`src/rtl/crossbar_pkg.sv`:
```
// Shared definitions for the crossbar output-port scheduler: default sizes,
// arbiter state encoding and a one-hot to index helper.
package crossbar_pkg;

  localparam int P_CROSSBAR_N = 4;
  localparam int P_DATA_WIDTH = 64;
  localparam int P_KEEP_WIDTH = P_DATA_WIDTH / 8;

  typedef enum logic [0:0] {
    ST_IDLE  = 1'b0,
    ST_GRANT = 1'b1
  } state_e;

  // Index of the set bit of a one-hot vector (zero-extended to 32 bits).
  // An all-zero vector maps to index 0.
  function automatic int unsigned onehot_to_idx(input logic [31:0] i_oh);
    int unsigned v_idx;
    v_idx = 32'd0;
    for (int unsigned i = 32'd0; i < 32'd32; i++) begin
      v_idx = v_idx | (i_oh[i] ? i : 32'd0);
    end
    return v_idx;
  endfunction

endpackage

```
`src/rtl/crossbar_rr_pick.sv`:
```
// Combinational round-robin selector: the first requester at or after the
// pointer, wrapping modulo the line count, wins.
module crossbar_rr_pick #(
  parameter int P_CROSSBAR_N = 4,
  parameter int P_IDX_W      = 2
) (
  input  logic [P_CROSSBAR_N-1:0] i_req,
  input  logic [P_IDX_W-1:0]      i_ptr,
  output logic [P_CROSSBAR_N-1:0] o_winner,
  output logic                    o_valid
);
  import crossbar_pkg::*;

  assign o_valid = |i_req;

  // Walk the lines starting at the pointer and keep the first requester.
  always_comb begin
    logic [P_IDX_W-1:0] v_pos;
    logic               v_found;
    o_winner = '0;
    v_found  = 1'b0;
    for (int i = 0; i < P_CROSSBAR_N; i++) begin
      v_pos = P_IDX_W'((int'(i_ptr) + i) % P_CROSSBAR_N);
      if (!v_found && i_req[v_pos]) begin
        o_winner[v_pos] = 1'b1;
        v_found         = 1'b1;
      end else begin
        v_found = v_found;
      end
    end
  end

endmodule

```
`src/rtl/crossbar_out_arbiter.sv`:
```
// Per-output-port scheduler: grants one crossbar line at a time with
// packet-granular round-robin, muxes its AXI-Stream onto the output and
// steers tready back to the granted line only.
module crossbar_out_arbiter #(
  parameter int P_CROSSBAR_N = crossbar_pkg::P_CROSSBAR_N,
  parameter int P_DATA_WIDTH = crossbar_pkg::P_DATA_WIDTH
) (
  input  logic                                    i_clk,
  input  logic                                    i_rst,
  input  logic [P_CROSSBAR_N-1:0]                 i_trans_req,
  output logic [P_CROSSBAR_N-1:0]                 o_trans_grant,
  input  logic [P_CROSSBAR_N-1:0]                 s_axis_tvalid,
  input  logic [P_CROSSBAR_N*P_DATA_WIDTH-1:0]    s_axis_tdata,
  input  logic [P_CROSSBAR_N-1:0]                 s_axis_tlast,
  input  logic [P_CROSSBAR_N*P_DATA_WIDTH/8-1:0]  s_axis_tkeep,
  input  logic [P_CROSSBAR_N-1:0]                 s_axis_tuser,
  output logic [P_CROSSBAR_N-1:0]                 s_axis_tready,
  output logic                                    m_axis_tx_tvalid,
  output logic [P_DATA_WIDTH-1:0]                 m_axis_tx_tdata,
  output logic                                    m_axis_tx_tlast,
  output logic [P_DATA_WIDTH/8-1:0]               m_axis_tx_tkeep,
  output logic                                    m_axis_tx_tuser,
  input  logic                                    m_axis_tx_tready,
  output logic                                    o_busy,
  output logic [31:0]                             o_pkt_cnt
);
  import crossbar_pkg::*;

  localparam int P_KEEP_W = P_DATA_WIDTH / 8;
  localparam int P_IDX_W  = (P_CROSSBAR_N > 1) ? $clog2(P_CROSSBAR_N) : 1;

  state_e                  r_state;
  logic [P_CROSSBAR_N-1:0] r_grant;
  logic [P_IDX_W-1:0]      r_ptr;
  logic [31:0]             r_pkt_cnt;
  logic                    r_started;   // a beat of the current packet has moved

  logic [P_CROSSBAR_N-1:0] w_pick;
  logic                    w_pick_valid;
  logic [P_IDX_W-1:0]      w_idx;
  logic [P_IDX_W-1:0]      w_ptr_next;
  logic                    w_req_sel;
  logic                    w_xfer;
  logic                    w_eop;
  logic                    w_abort;

  crossbar_rr_pick #(
    .P_CROSSBAR_N (P_CROSSBAR_N),
    .P_IDX_W      (P_IDX_W)
  ) u_rr_pick (
    .i_req    (i_trans_req),
    .i_ptr    (r_ptr),
    .o_winner (w_pick),
    .o_valid  (w_pick_valid)
  );

  assign w_idx      = P_IDX_W'(onehot_to_idx(32'(r_grant)));
  assign w_ptr_next = (w_idx == P_IDX_W'(P_CROSSBAR_N - 1)) ? '0 : (w_idx + P_IDX_W'(1));

  // Grant is zero outside GRANT, so every grant-masked term is inert while idle.
  assign m_axis_tx_tvalid = |(s_axis_tvalid & r_grant);
  assign m_axis_tx_tlast  = |(s_axis_tlast  & r_grant);
  assign m_axis_tx_tuser  = |(s_axis_tuser  & r_grant);
  assign s_axis_tready    = r_grant & {P_CROSSBAR_N{m_axis_tx_tready}};

  assign w_req_sel = |(i_trans_req & r_grant);
  assign w_xfer    = m_axis_tx_tvalid & m_axis_tx_tready;
  assign w_eop     = w_xfer & m_axis_tx_tlast;
  // A beat moving this cycle counts as the packet having started, so a
  // request drop coinciding with the first beat does not abandon it.
  assign w_abort   = (r_state == ST_GRANT) & ~r_started & ~w_req_sel & ~w_xfer;

  assign o_trans_grant = r_grant;
  assign o_busy        = (r_state == ST_GRANT);
  assign o_pkt_cnt     = r_pkt_cnt;

  // One-hot AND-OR mux of the granted line's data and keep onto the output.
  always_comb begin
    m_axis_tx_tdata = '0;
    m_axis_tx_tkeep = '0;
    for (int k = 0; k < P_CROSSBAR_N; k++) begin
      m_axis_tx_tdata = m_axis_tx_tdata |
                        (s_axis_tdata[k*P_DATA_WIDTH +: P_DATA_WIDTH] & {P_DATA_WIDTH{r_grant[k]}});
      m_axis_tx_tkeep = m_axis_tx_tkeep |
                        (s_axis_tkeep[k*P_KEEP_W +: P_KEEP_W] & {P_KEEP_W{r_grant[k]}});
    end
  end

  // Arbitration FSM: pick in IDLE, hold until tlast or an abort before the first beat.
  always_ff @(posedge i_clk) begin
    if (i_rst) begin
      r_state   <= ST_IDLE;
      r_grant   <= '0;
      r_ptr     <= '0;
      r_pkt_cnt <= 32'd0;
      r_started <= 1'b0;
    end else begin
      case (r_state)
        ST_IDLE: begin
          if (w_pick_valid) begin
            r_grant   <= w_pick;
            r_state   <= ST_GRANT;
            r_started <= 1'b0;
          end else begin
            r_grant <= '0;
          end
        end
        ST_GRANT: begin
          if (w_eop) begin
            r_pkt_cnt <= r_pkt_cnt + 32'd1;
            r_ptr     <= w_ptr_next;
            r_grant   <= '0;
            r_state   <= ST_IDLE;
          end else if (w_abort) begin
            r_ptr   <= w_ptr_next;
            r_grant <= '0;
            r_state <= ST_IDLE;
          end else if (w_xfer) begin
            r_started <= 1'b1;
          end else begin
            r_started <= r_started;
          end
        end
        default: begin
          r_state   <= ST_IDLE;
          r_grant   <= '0;
          r_started <= 1'b0;
        end
      endcase
    end
  end

endmodule
```
`config.mk`:
```
export PLATFORM = sky130hd
export DESIGN_NAME = crossbar_out_arbiter
export DESIGN_NICKNAME = d
export VERILOG_FILES = /design/src/rtl/crossbar_pkg.sv /design/src/rtl/crossbar_rr_pick.sv /design/src/rtl/crossbar_out_arbiter.sv
export SDC_FILE = /design/constraint.sdc
export NUM_CORES = 1
export LEC_CHECK = 0
export CAP_MARGIN = 20
export CORE_AREA = 10 10 157 159
export DETAILED_ROUTE_END_ITERATION = 6
export DIE_AREA = 0 0 167 169
export GPL_TIMING_DRIVEN = 1
export PLACE_DENSITY = 0.52
export SLEW_MARGIN = 20
export SYNTH_ARGS = -nofsm -noshare
export SYNTH_HDL_FRONTEND = slang
export SYNTH_SLANG_ARGS = --single-unit
```
`constraint.sdc`:
```
create_clock -name i_clk -period 5.5 [get_ports i_clk]
set_clock_uncertainty 0.05 [all_clocks]
set_input_delay 1.375 -clock i_clk [delete_from_list [all_inputs] [get_ports i_clk]]
set_output_delay 1.375 -clock i_clk [all_outputs]
set_load 0.02 [all_outputs]
```
Yosys cells after proc, flatten, opt, wreduce, memory -nomap -nowiden:

Index checks and enable logic that the tools add are counted.

* input bits: 307
* word-level logic and storage cells: 118
* register bits after elaboration: 40

* add/sub/neg operators: 5
* bitwise operators: 33
* multiplexer cells: 42
* order comparisons: 8
* equal/unequal tests: 6
* reductions and logical operators: 19

Operators with widths (count)
* $and 64x64->64: 4
* $or 64x64->64: 3
* $add 32x1->32 const B: 1
* $and 8x8->8: 4
* $mux 4: 7
* $or 8x8->8: 3
* $and 4x4->4: 5
* $reduce_or 4->1: 5
* $mux 1: 19
* $lt 2x3->1 const B: 4
* $or 4x4->4: 3
* $mux 2: 5
* $bmux 1 s2: 4
* $demux 1 s2: 4
* $ge 2x1->1 const B: 4
* $pmux 4 s2: 1
* $logic_and 1x1->1: 7
* $and 1x1->1: 5
* $add 2x1->2 const B: 2
* $add 2x2->2 const B: 2
* $ne 2x1->1 const B: 2
* $ne 2x2->1 const B: 2
* $not 1->1: 4
* $pmux 1 s2: 2
* other kinds (8): 11

Longest topological paths before layout:

Gate-level depths: netlist (run 1).

* word-level depth: 14
* mapped depth: 9
* depth with buffers taken out: 7

Hierarchy:

Synthesis (run 1) repeated with hierarchy kept, for this count alone.

* cell total of the unflattened synthesis: 529
* area, all modules: 3940.0 um2

Modules (own cells, without submodules)
* crossbar_out_arbiter: area an instance 3594.7 um2, sequential area each 800.8 um2, cells each 492, instances 1
* crossbar_rr_pick: area an instance 345.3 um2, sequential area each 0.0 um2, cells each 37, instances 1

Worst setup path after synthesis (run 1):

No wires, ideal clock.

* path type: input-to-output
* start point: input s_axis_tlast[2]
* end point: output m_axis_tx_tlast
* path buffers: 1
* cell stages on the path: 4
* setup slack: 2108 ps
* data arrival time: 1967 ps
* required time: 4075 ps
* cells stage by stage: a22oi_1 and2_1 buf_2 inv_2

* longest elaborated chain between the ends: 2

RTL lines
* start, declared: line crossbar_out_arbiter.sv:14 `input logic [P_CROSSBAR_N-1:0] s_axis_tlast,`
* $and 4x4->4: line crossbar_out_arbiter.sv:62 `assign m_axis_tx_tlast = |(s_axis_tlast & r_grant);`
* $reduce_or 4->1: line crossbar_out_arbiter.sv:62
* end, declared: line crossbar_out_arbiter.sv:20 `output logic m_axis_tx_tlast,`

No other way between the ends.

Final worst setup path (run 1):

* start point: input s_axis_tlast[0]
* end point: output m_axis_tx_tlast

Same word-level chain as after synthesis.

==> results of run 1 <==
==> state kept, by name, indices dropped and copies added (netlist names) <==
register / cells
o_pkt_cnt: 32
r_started: 1
o_busy: 1
r_ptr: 2
o_trans_grant: 4
==> cells in the final DEF, fill, tap and decap left out, types with 6 or more instances in the layout <==
master	synthesis	final
clkdlybuf4s50_1	0	422
a22oi_1	150	150
nand2_1	85	85
dfxtp_1	40	36
a21oi_1	22	22
nor2_1	19	19
nand3_1	15	15
o31ai_1	11	11
or4_1	11	11
nand4_1	10	10
or3_1	9	9
ha_1	8	8
inv_1	7	7
nor3_1	7	7
o21ai_0	7	7
xnor2_1	7	7
nor4_1	6	6
nor2b_1	6	6
==> report_power, final <==
part	switching, mW	internal (mW)	total (mW)
clock	0.114	0.239	0.353
combinational	1.12	1.01	2.14
sequential	0.0986	0.311	0.410
total	1.34	1.56	2.90
==> logic make-up after synthesis <==
group,Yosys count
and+or+nand+nor,183
muxes,6
adders and majority gates,8
AOI/OAI and AO/OA,210
xor gates and xnor gates,12
DFF,40
buffers and inverters,53
==> worst max-delay path by stage <==
stage / start / to / slack [ps] / cells past startpoint
after detailed placement: s_axis_tlast[0] / m_axis_tx_tlast / 890 / 5
final: s_axis_tlast[0] / m_axis_tx_tlast / 880 / 5
after global routing: s_axis_tlast[0] / m_axis_tx_tlast / 760 / 5
after CTS: s_axis_tlast[0] / m_axis_tx_tlast / 890 / 5
after floorplan: s_axis_tlast[2] / m_axis_tx_tlast / 2110 / 4
after global placement: s_axis_tlast[0] / m_axis_tx_tlast / 920 / 5
==> tightest hold or removal path, cell delays in order (launching register included) <==
cell,delay (ps)
dfxtp_1,310
o21ai_0,70
a21oi_1,60
==> layer usage <==
| metal | track usage, % | part of all wire, % | up-vias |
|---|---|---|---|
| li1 | - | - | 2793 |
| met4 | 4.09 | 1.3 | 0 |
| met2 | 31.0 | 51 | 219 |
| met1 | 21.2 | 41 | 2651 |
| met5 | 0 | 0 | - |
| met3 | 4.40 | 6.7 | 17 |
==> final cells by class <==
class,count,area (um2)
multi-input cells,419,2730
clock buffers,7,153
diodes,3,7.51
fillers,2186,13200
flip-flops and latches,40,808
inverters,8,30.0
clock inverters,1,30.0
well taps,280,350
repair buffers,428,4280
==> synth_stat cells (8+ instances only) <==
cell type    n
a21oi_1     22
a22oi_1    150
buf_1       15
clkbuf_1    23
dfxtp_1     40
ha_1         8
nand2_1     85
nand3_1     15
nand4_1     10
nor2_1      19
o31ai_1     11
or3_1        9
or4_1       11
==> metrics by stage <==
step	utilization, %	instance area, um2	power [mW]	instances
2_1_floorplan	-	3740	1.45	512
3_3_place_gp	38.0	8200	2.59	1175
3_5_place_dp	38.0	8200	2.58	1175
4_1_cts	38.9	8380	2.95	1183
5_1_grt	38.9	8390	3.08	1186
6_report	38.9	8390	2.90	1186
==> impl_metrics.csv, run 1 <==
group,metric,value,unit
routing,firstDrtPassIters,4,
clock_tree,ctsHoldBuffers,0,
clock_tree,path_clk_slew,60,ps
worst_setup_path,worst_path_max_delay_cell,"clkdlybuf4s50_1",
power,max-vdd-ir-drop,130,uV
logic_synthesis,synth_cell_types,44,
worst_setup_path,cpPeakStageDelay,600,ps
run_status,outcome,"completed",
timing,tns,0,ps
place,port_buffers,422,
place,gp_congestion,0.874,
logic_synthesis,synthFlopType,"dfxtp_1",
worst_setup_path,crit_type,"input port to primary output",
logic_synthesis,synthAdderAreaFrac,2.68,%
worst_hold_path,hold_end,"r_started",
timing,final.period_utilization,84.0,%
global_route,grt_max_degree,75,
die,initial_core_util,17.4,%
die,dieArea,28200,um2
worst_setup_path,path_delay_family,"buffers and inverters",
timing,worstMarginPinSlew,910,ps
die,die_w,167,um
clock_tree,cts_max_path_buffers,2,
logic_synthesis,yosys.area_share.xor_xnor,2.81,%
worst_hold_path,min_path_type,"flip-flop to flip-flop",
routing,ant_nets,0,
logic_synthesis,yosys_register_bits,40,
die,ios,423,
final_layout,nets,1217,
worst_setup_path,crit_required,4070,ps
routing,vias,5680,
place,pre_cts_ws,895,ps
logic_synthesis,ys.warnings.count,0,
job,max-cap-violations,0,
logic_synthesis,seq_area_frac_synth,21.4,%
worst_setup_path,regToRegStartpoint,"o_trans_grant[2]",
clock_tree,numClockSinks,40,
routing,via_per_inst,4.79,
routing,drc,0,
routing,finalWirelength,27500,um
timing,setup_viol,0,
clock_tree,htreeDepth,2,
logic_synthesis,syn_area,3740,um2
worst_setup_path,cp_num_buf_inv,3,
logic_synthesis,synth-simple-area-share,23.8,%
timing,final-hold-violation-count,0,
logic_synthesis,synth_edf_count,0,
logic_synthesis,yosysTopAreaCellShare,30.1,%
logic_synthesis,avgSynthCellArea,7.31,um2
global_route,grt_pass1_wl,39300,um
worst_setup_path,ff2ff_setup_slack,2580,ps
logic_synthesis,async_reset_ff_share,0,%
clock_tree,tritoncts,"yes",
worst_setup_path,setup.worst_path.end_class,"primary output",
logic_synthesis,synthTopCellsByArea,"a22oi_1, dfxtp_1, nand2_1, a21oi_1, ha_1",
worst_setup_path,r2r-end,"o_pkt_cnt[27]",
die,rows,54,
timing,max-slew-margin-rel,39.3,%
worst_setup_path,r2r.worst_path.cells,6,
worst_setup_path,worst_setup_path_start_kind,"input port",
worst_setup_path,cp_common_cell,"clkdlybuf4s50_1",
timing,drv_slew,0,
clock_tree,cts-buffers-inserted,5,
worst_hold_path,hp-start,"r_started",
global_route,grtUsageTotal,17.7,%
worst_setup_path,path_cells,"clkdlybuf4s50_1, a22oi_1, and2_1, inv_2, clkdlybuf4s50_1",
logic_synthesis,synth.mux.area_fraction,2.64,%
logic_synthesis,synth_top_family_by_area,"compound AO/OA/AOI/OAI gates",
routing,wire_per_inst,23.2,um
clock_tree,cts-root-buf,"clkbuf_16",
worst_setup_path,arrival,3190,ps
global_route,grt_overflow,0,
die,die-height,169,um
final_layout,drive_gt1_share,2.88,%
clock_tree,post-cts-setup-buffers,0,
logic_synthesis,postSynthCellCount,512,
power,power_density,346,nW/um2
clock_tree,post_cts_resized,0,
global_route,grt_pass1_vias,5600,
place,hpwlAfterDp,22500,um
timing,fmax,0.217,GHz
worst_setup_path,critPathMaxFanout,10,
logic_synthesis,synth_top_cell_by_area,"a22oi_1",
clock_tree,clock_latency,280,ps
logic_synthesis,synth_compound_area_share,41.0,%
power,p_leak,3.01,nW
global_route,antenna_found_initial,3,
die,core_area,21600,um2
timing,rsz0062_at_grt,"no",
logic_synthesis,syn_nets,827,
timing,fin_crit,4620,ps
routing,drt_iter0_markers,411,
final_layout,area_growth,124,%
worst_hold_path,hold_depth,2,
timing,final.setup.worst_slack,882,ps
timing,whs,447,ps
No activity file was read; power rests on OpenSTA's default activity.
==> run 2: changes to the inputs <==
--- a/config.mk
+++ b/config.mk
@@ -6,9 +6,9 @@
 export NUM_CORES = 1
 export LEC_CHECK = 0
 export CAP_MARGIN = 20
-export CORE_AREA = 10 10 157 159
+export CORE_AREA = 10 10 158 160
 export DETAILED_ROUTE_END_ITERATION = 6
-export DIE_AREA = 0 0 167 169
+export DIE_AREA = 0 0 168 170
 export GPL_TIMING_DRIVEN = 1
 export PLACE_DENSITY = 0.52
 export SLEW_MARGIN = 20
==> constraint.sdc (replaced) <==
create_clock -name i_clk -period 4.7 [get_ports i_clk]
set_clock_uncertainty 0.05 [all_clocks]
set_input_delay 1.175 -clock i_clk [delete_from_list [all_inputs] [get_ports i_clk]]
set_output_delay 1.175 -clock i_clk [all_outputs]
set_load 0.02 [all_outputs]
==> impl_metrics.csv, run 2 (synthesized netlist as in run 1, its figures left out) <==
group,metric,value,unit
run_status,outcome,"completed",
job,max-cap-violations,0,
clock_tree,cts_max_path_buffers,2,
worst_setup_path,r2r.worst_path.cells,6,
place,pre_cts_ws,586,ps
worst_setup_path,arrival,2880,ps
timing,final-hold-violation-count,0,
place,gp_congestion,0.869,
final_layout,drive_gt1_share,3.52,%
clock_tree,ctsHoldBuffers,0,
worst_setup_path,regToRegStartpoint,"o_trans_grant[3]",
power,max-vdd-ir-drop,201,uV
worst_hold_path,min_path_type,"flip-flop to flip-flop",
worst_setup_path,crit_type,"input port to primary output",
timing,worstMarginPinSlew,634,ps
routing,wire_per_inst,25.4,um
worst_hold_path,hold_depth,2,
worst_hold_path,hp-start,"r_started",
worst_setup_path,crit_required,3470,ps
routing,finalWirelength,30300,um
timing,fin_crit,4110,ps
die,core_area,21700,um2
power,power_density,403,nW/um2
worst_setup_path,worst_setup_path_start_kind,"input port",
timing,final.period_utilization,87.3,%
clock_tree,post_cts_resized,0,
global_route,grt_pass1_vias,5732,
die,die-height,170,um
global_route,grt_pass1_wl,41700,um
die,initial_core_util,17.2,%
timing,fmax,0.244,GHz
timing,tns,0,ps
final_layout,nets,1223,
timing,setup_viol,0,
worst_setup_path,setup.worst_path.end_class,"primary output",
die,rows,54,
routing,firstDrtPassIters,5,
worst_setup_path,ff2ff_setup_slack,1930,ps
clock_tree,htreeDepth,2,
routing,drc,0,
timing,final.setup.worst_slack,595,ps
clock_tree,cts-buffers-inserted,5,
global_route,antenna_found_initial,13,
final_layout,layout.cells.non_filler,1194,
clock_tree,cts-root-buf,"clkbuf_16",
power,total_power,3.39,mW
clock_tree,clock_latency,280,ps
clock_tree,path_clk_slew,60,ps
final_layout,largest_reg_flops,32,
global_route,grt_overflow,0,
place,port_buffers,422,
global_route,grt_max_degree,60,
timing,drv_slew,0,
timing,whs,435,ps
routing,ant_nets,0,
timing,max-slew-margin-rel,57.5,%
timing,rsz0062_at_grt,"no",
die,die_w,168,um
place,dpl.cell_count,1181,
die,ios,423,
final_layout,area_growth,125,%
clock_tree,numClockSinks,40,
power,p_leak,3.02,nW
final_layout,mostFrequentLayoutCell,"clkdlybuf4s50_1",
routing,vias,5780,
clock_tree,tritoncts,"yes",
place,hpwlAfterDp,25200,um
routing,drt_iter0_markers,396,
clock_tree,post-cts-setup-buffers,0,
worst_hold_path,hold_end,"r_started",
die,dieArea,28600,um2
global_route,grtUsageTotal,19.2,%
routing,via_per_inst,4.84,
final_layout,mostFrequentLayoutCells,"clkdlybuf4s50_1, a22oi_1, nand2_1, dfxtp_1, a21oi_1",
worst_setup_path,r2r-end,"o_pkt_cnt[27]",
worst_setup_path,critPathMaxFanout,10,
## run 2: cell types whose count changed in the layout (fill, tap and decap cells not counted), moves of 2 or more
cell,previous run,this run
clkinv_2,0,2
buf_4,5,10
clkbuf_8,2,0
diode_2,3,5
## run 2: area by class of cell
| cell class | instances | area (um2) |
|---|---|---|
| clock inverter | 3 | 18.8 |
| inverter | 8 | 30.0 |
| clock buffer | 5 | 125 |
| antenna | 5 | 12.5 |
| timing repair buffer | 434 | 4340 |
| fill | 2221 | 13300 |
| tap | 280 | 350 |
| multi-input combinational | 419 | 2730 |
| sequential | 40 | 811 |
## run 2: per-layer routing
metal	share of wire, %	wire length [um]	GRT usage, %
met1	42	12600	23.9
met5	0.38	114	0
met4	1.3	396	3.94
met3	9.6	2900	7.26
met2	47	14300	30.9
## run 2: how the worst max path moves through the flow
stage,to,startpoint,depth (start not counted)
2_1_floorplan,m_axis_tx_tlast,s_axis_tlast[2],4
3_3_place_gp,m_axis_tx_tlast,s_axis_tlast[0],5
3_5_place_dp,m_axis_tx_tlast,s_axis_tlast[2],5
4_1_cts,m_axis_tx_tlast,s_axis_tlast[2],5
5_1_grt,m_axis_tx_tlast,s_axis_tlast[0],5
6_report,m_axis_tx_tlast,s_axis_tlast[2],5
## run 2: worst max-delay path: stages
cell and delay (ps):
clkdlybuf4s50_1 400, a22oi_1 210, and2_1 390, inv_2 130, clkdlybuf4s50_1 570
## run 2: where the power goes
part           switching [mW]  total, mW  internal [mW]
registers               0.150      0.515          0.365
clock network           0.137      0.333          0.196
logic                    1.33       2.54           1.21
total                    1.61       3.39           1.77
## run 2: through the flow
step                utilization [%]  instance area [um2]
finish                         38.8                 8410
detailed placement             38.1                 8260
global placement               38.1                 8260
global route                   38.8                 8410
floorplan                         -                 3740
CTS                            38.7                 8400
==> run 3: changes to the inputs <==
--- a/config.mk
+++ b/config.mk
@@ -6,11 +6,12 @@
 export NUM_CORES = 1
 export LEC_CHECK = 0
 export CAP_MARGIN = 20
-export CORE_AREA = 10 10 158 160
+export CORE_AREA = 10 10 157 159
 export DETAILED_ROUTE_END_ITERATION = 6
-export DIE_AREA = 0 0 168 170
+export DIE_AREA = 0 0 167 169
+export DONT_BUFFER_PORTS = 1
 export GPL_TIMING_DRIVEN = 1
-export PLACE_DENSITY = 0.52
+export PLACE_DENSITY = 0.3
 export SLEW_MARGIN = 20
 export SYNTH_ARGS = -nofsm -noshare
 export SYNTH_HDL_FRONTEND = slang
==> impl_metrics.csv, run 3 (synthesized netlist as in run 1, its figures left out) <==
group,metric,value,unit
run_status,outcome,"completed",
worst_setup_path,path_delay_family,"simple AND/OR/NAND/NOR gates",
global_route,grt_max_degree,83,
routing,wire_per_inst,29.5,um
timing,final.period_utilization,70.6,%
timing,drv_slew,0,
power,power_density,564,nW/um2
final_layout,drive_gt1_share,4.39,%
worst_setup_path,arrival,3480,ps
clock_tree,htreeDepth,2,
worst_setup_path,r2r.worst_path.cells,6,
timing,rsz0062_at_grt,"no",
job,max-cap-violations,0,
worst_setup_path,cpPeakStageDelay,950,ps
place,hpwlAfterDp,18700,um
routing,via_per_inst,5.74,
timing,max-slew-margin-rel,35.6,%
global_route,grtUsageTotal,14.0,%
global_route,grt_pass1_vias,4196,
die,die_w,167,um
final_layout,multi_input_area,2730,um2
worst_setup_path,crit_required,4860,ps
final_layout,area_growth,9.50,%
clock_tree,post_cts_resized,0,
timing,fmax,0.301,GHz
final_layout,regArea,816,um2
routing,drt_iter0_markers,297,
final_layout,largest_reg_flops,32,
place,port_buffers,0,
timing,final-hold-violation-count,0,
die,dieArea,28200,um2
die,rows,54,
routing,finalWirelength,22400,um
worst_hold_path,hold_end,"r_started",
worst_setup_path,ff2ff_setup_slack,1380,ps
worst_setup_path,setup.worst_path.end_class,"flip-flop",
clock_tree,post-cts-setup-buffers,0,
clock_tree,cts_max_path_buffers,2,
die,initial_core_util,17.4,%
routing,ant_nets,0,
worst_hold_path,min_path_type,"flip-flop to flip-flop",
clock_tree,cts-root-buf,"clkbuf_16",
die,die-height,169,um
routing,firstDrtPassIters,5,
clock_tree,path_clk_slew,60,ps
worst_setup_path,r2r-end,"o_pkt_cnt[27]",
power,p_leak,1.36,nW
timing,setup_viol,0,
worst_setup_path,path_cells,"a22oi_1, and2_1, inv_2, nand4_1, or4_1, a21oi_1",
die,core_area,21600,um2
global_route,grt_pass1_wl,30900,um
worst_setup_path,critPathMaxFanout,82,
timing,fin_crit,3320,ps
worst_setup_path,regToRegStartpoint,"o_trans_grant[3]",
power,total_power,2.31,mW
clock_tree,numClockSinks,40,
final_layout,mostFrequentLayoutCell,"a22oi_1",
final_layout,nets,792,
worst_setup_path,crit_type,"flip-flop to flip-flop",
routing,vias,4361,
worst_hold_path,hold_depth,2,
clock_tree,ctsHoldBuffers,0,
global_route,grt_overflow,0,
die,ios,423,
power,max-vdd-ir-drop,195,uV
clock_tree,tritoncts,"yes",
global_route,antenna_found_initial,3,
worst_setup_path,cp_num_buf_inv,1,
final_layout,nFillCells,2444,
final_layout,mostFrequentLayoutCells,"a22oi_1, nand2_1, dfxtp_1, a21oi_1, nor2_1",
clock_tree,cts-buffers-inserted,5,
timing,tns,0,ps
timing,worstMarginPinSlew,965,ps
routing,drc,0,
worst_setup_path,worst_setup_path_start_kind,"flip-flop",
clock_tree,clock_latency,280,ps
place,gp_congestion,0.974,
worst_hold_path,hp-start,"r_started",
worst_setup_path,worst_path_max_delay_cell,"dfxtp_4",
[run 3: changes by cell type in the layout (fill, tap and decap cells not counted), moves of 2 or more]
cell	change
buf_4	-7
clkdlybuf4s50_1	-422
dfxtp_4	+2
clkbuf_1	+2
clkinv_2	-2
buf_12	-2
diode_2	-3
dfxtp_2	-2
[run 3: layer usage]
layer,vias up,wire length (um),global-route usage [%]
met5,-,0,0
met4,0,215,2.60
met3,11,2660,6.39
met2,282,11600,24.5
met1,2124,8010,15.4
li1,1944,-,-
[run 3: how the worst max path moves through the flow]
stage	endpoint	startpoint	depth (start not counted)
after global placement	o_pkt_cnt[29]	s_axis_tlast[2]	6
after detailed placement	o_pkt_cnt[27]	s_axis_tlast[2]	6
after global routing	o_pkt_cnt[29]	o_trans_grant[3]	6
after CTS	o_pkt_cnt[27]	o_trans_grant[3]	6
final	o_pkt_cnt[27]	o_trans_grant[3]	6
after floorplan	m_axis_tx_tlast	s_axis_tlast[2]	4
[run 3: per-stage QoR]
step	utilization (%)	hold slack, ps	instance area, um2	instances	setup slack (ps)
2_1_floorplan	-	394	3740	512	1710
3_3_place_gp	18.3	409	3950	750	1410
3_5_place_dp	18.3	411	3950	750	1320
4_1_cts	19.0	423	4090	758	1400
5_1_grt	19.0	445	4100	760	1110
6_report	19.0	422	4100	760	1380
[run 3: cell type report]
cell class,count,area share [%]
Antenna cell,2,0.122
Clock buffer,8,3.57
Inverter,8,0.733
Multi-Input combinational cell,419,66.6
Sequential cell,40,19.9
Tap cell,280,8.55
Timing Repair Buffer,3,0.550
[run 3: worst reg2reg max path, cell delays in order, from the launching register on]
cell	delay [ps]
dfxtp_4	950
a22oi_1	280
and2_1	340
inv_2	240
nand4_1	550
or4_1	700
a21oi_1	150
[run 3: power breakdown]
group / leakage, nW / internal, mW / switching (mW)
logic: 0.962 / 0.353 / 1.03
registers: 0.326 / 0.367 / 0.217
clock network: 0.0712 / 0.212 / 0.134
total: 1.36 / 0.932 / 1.38
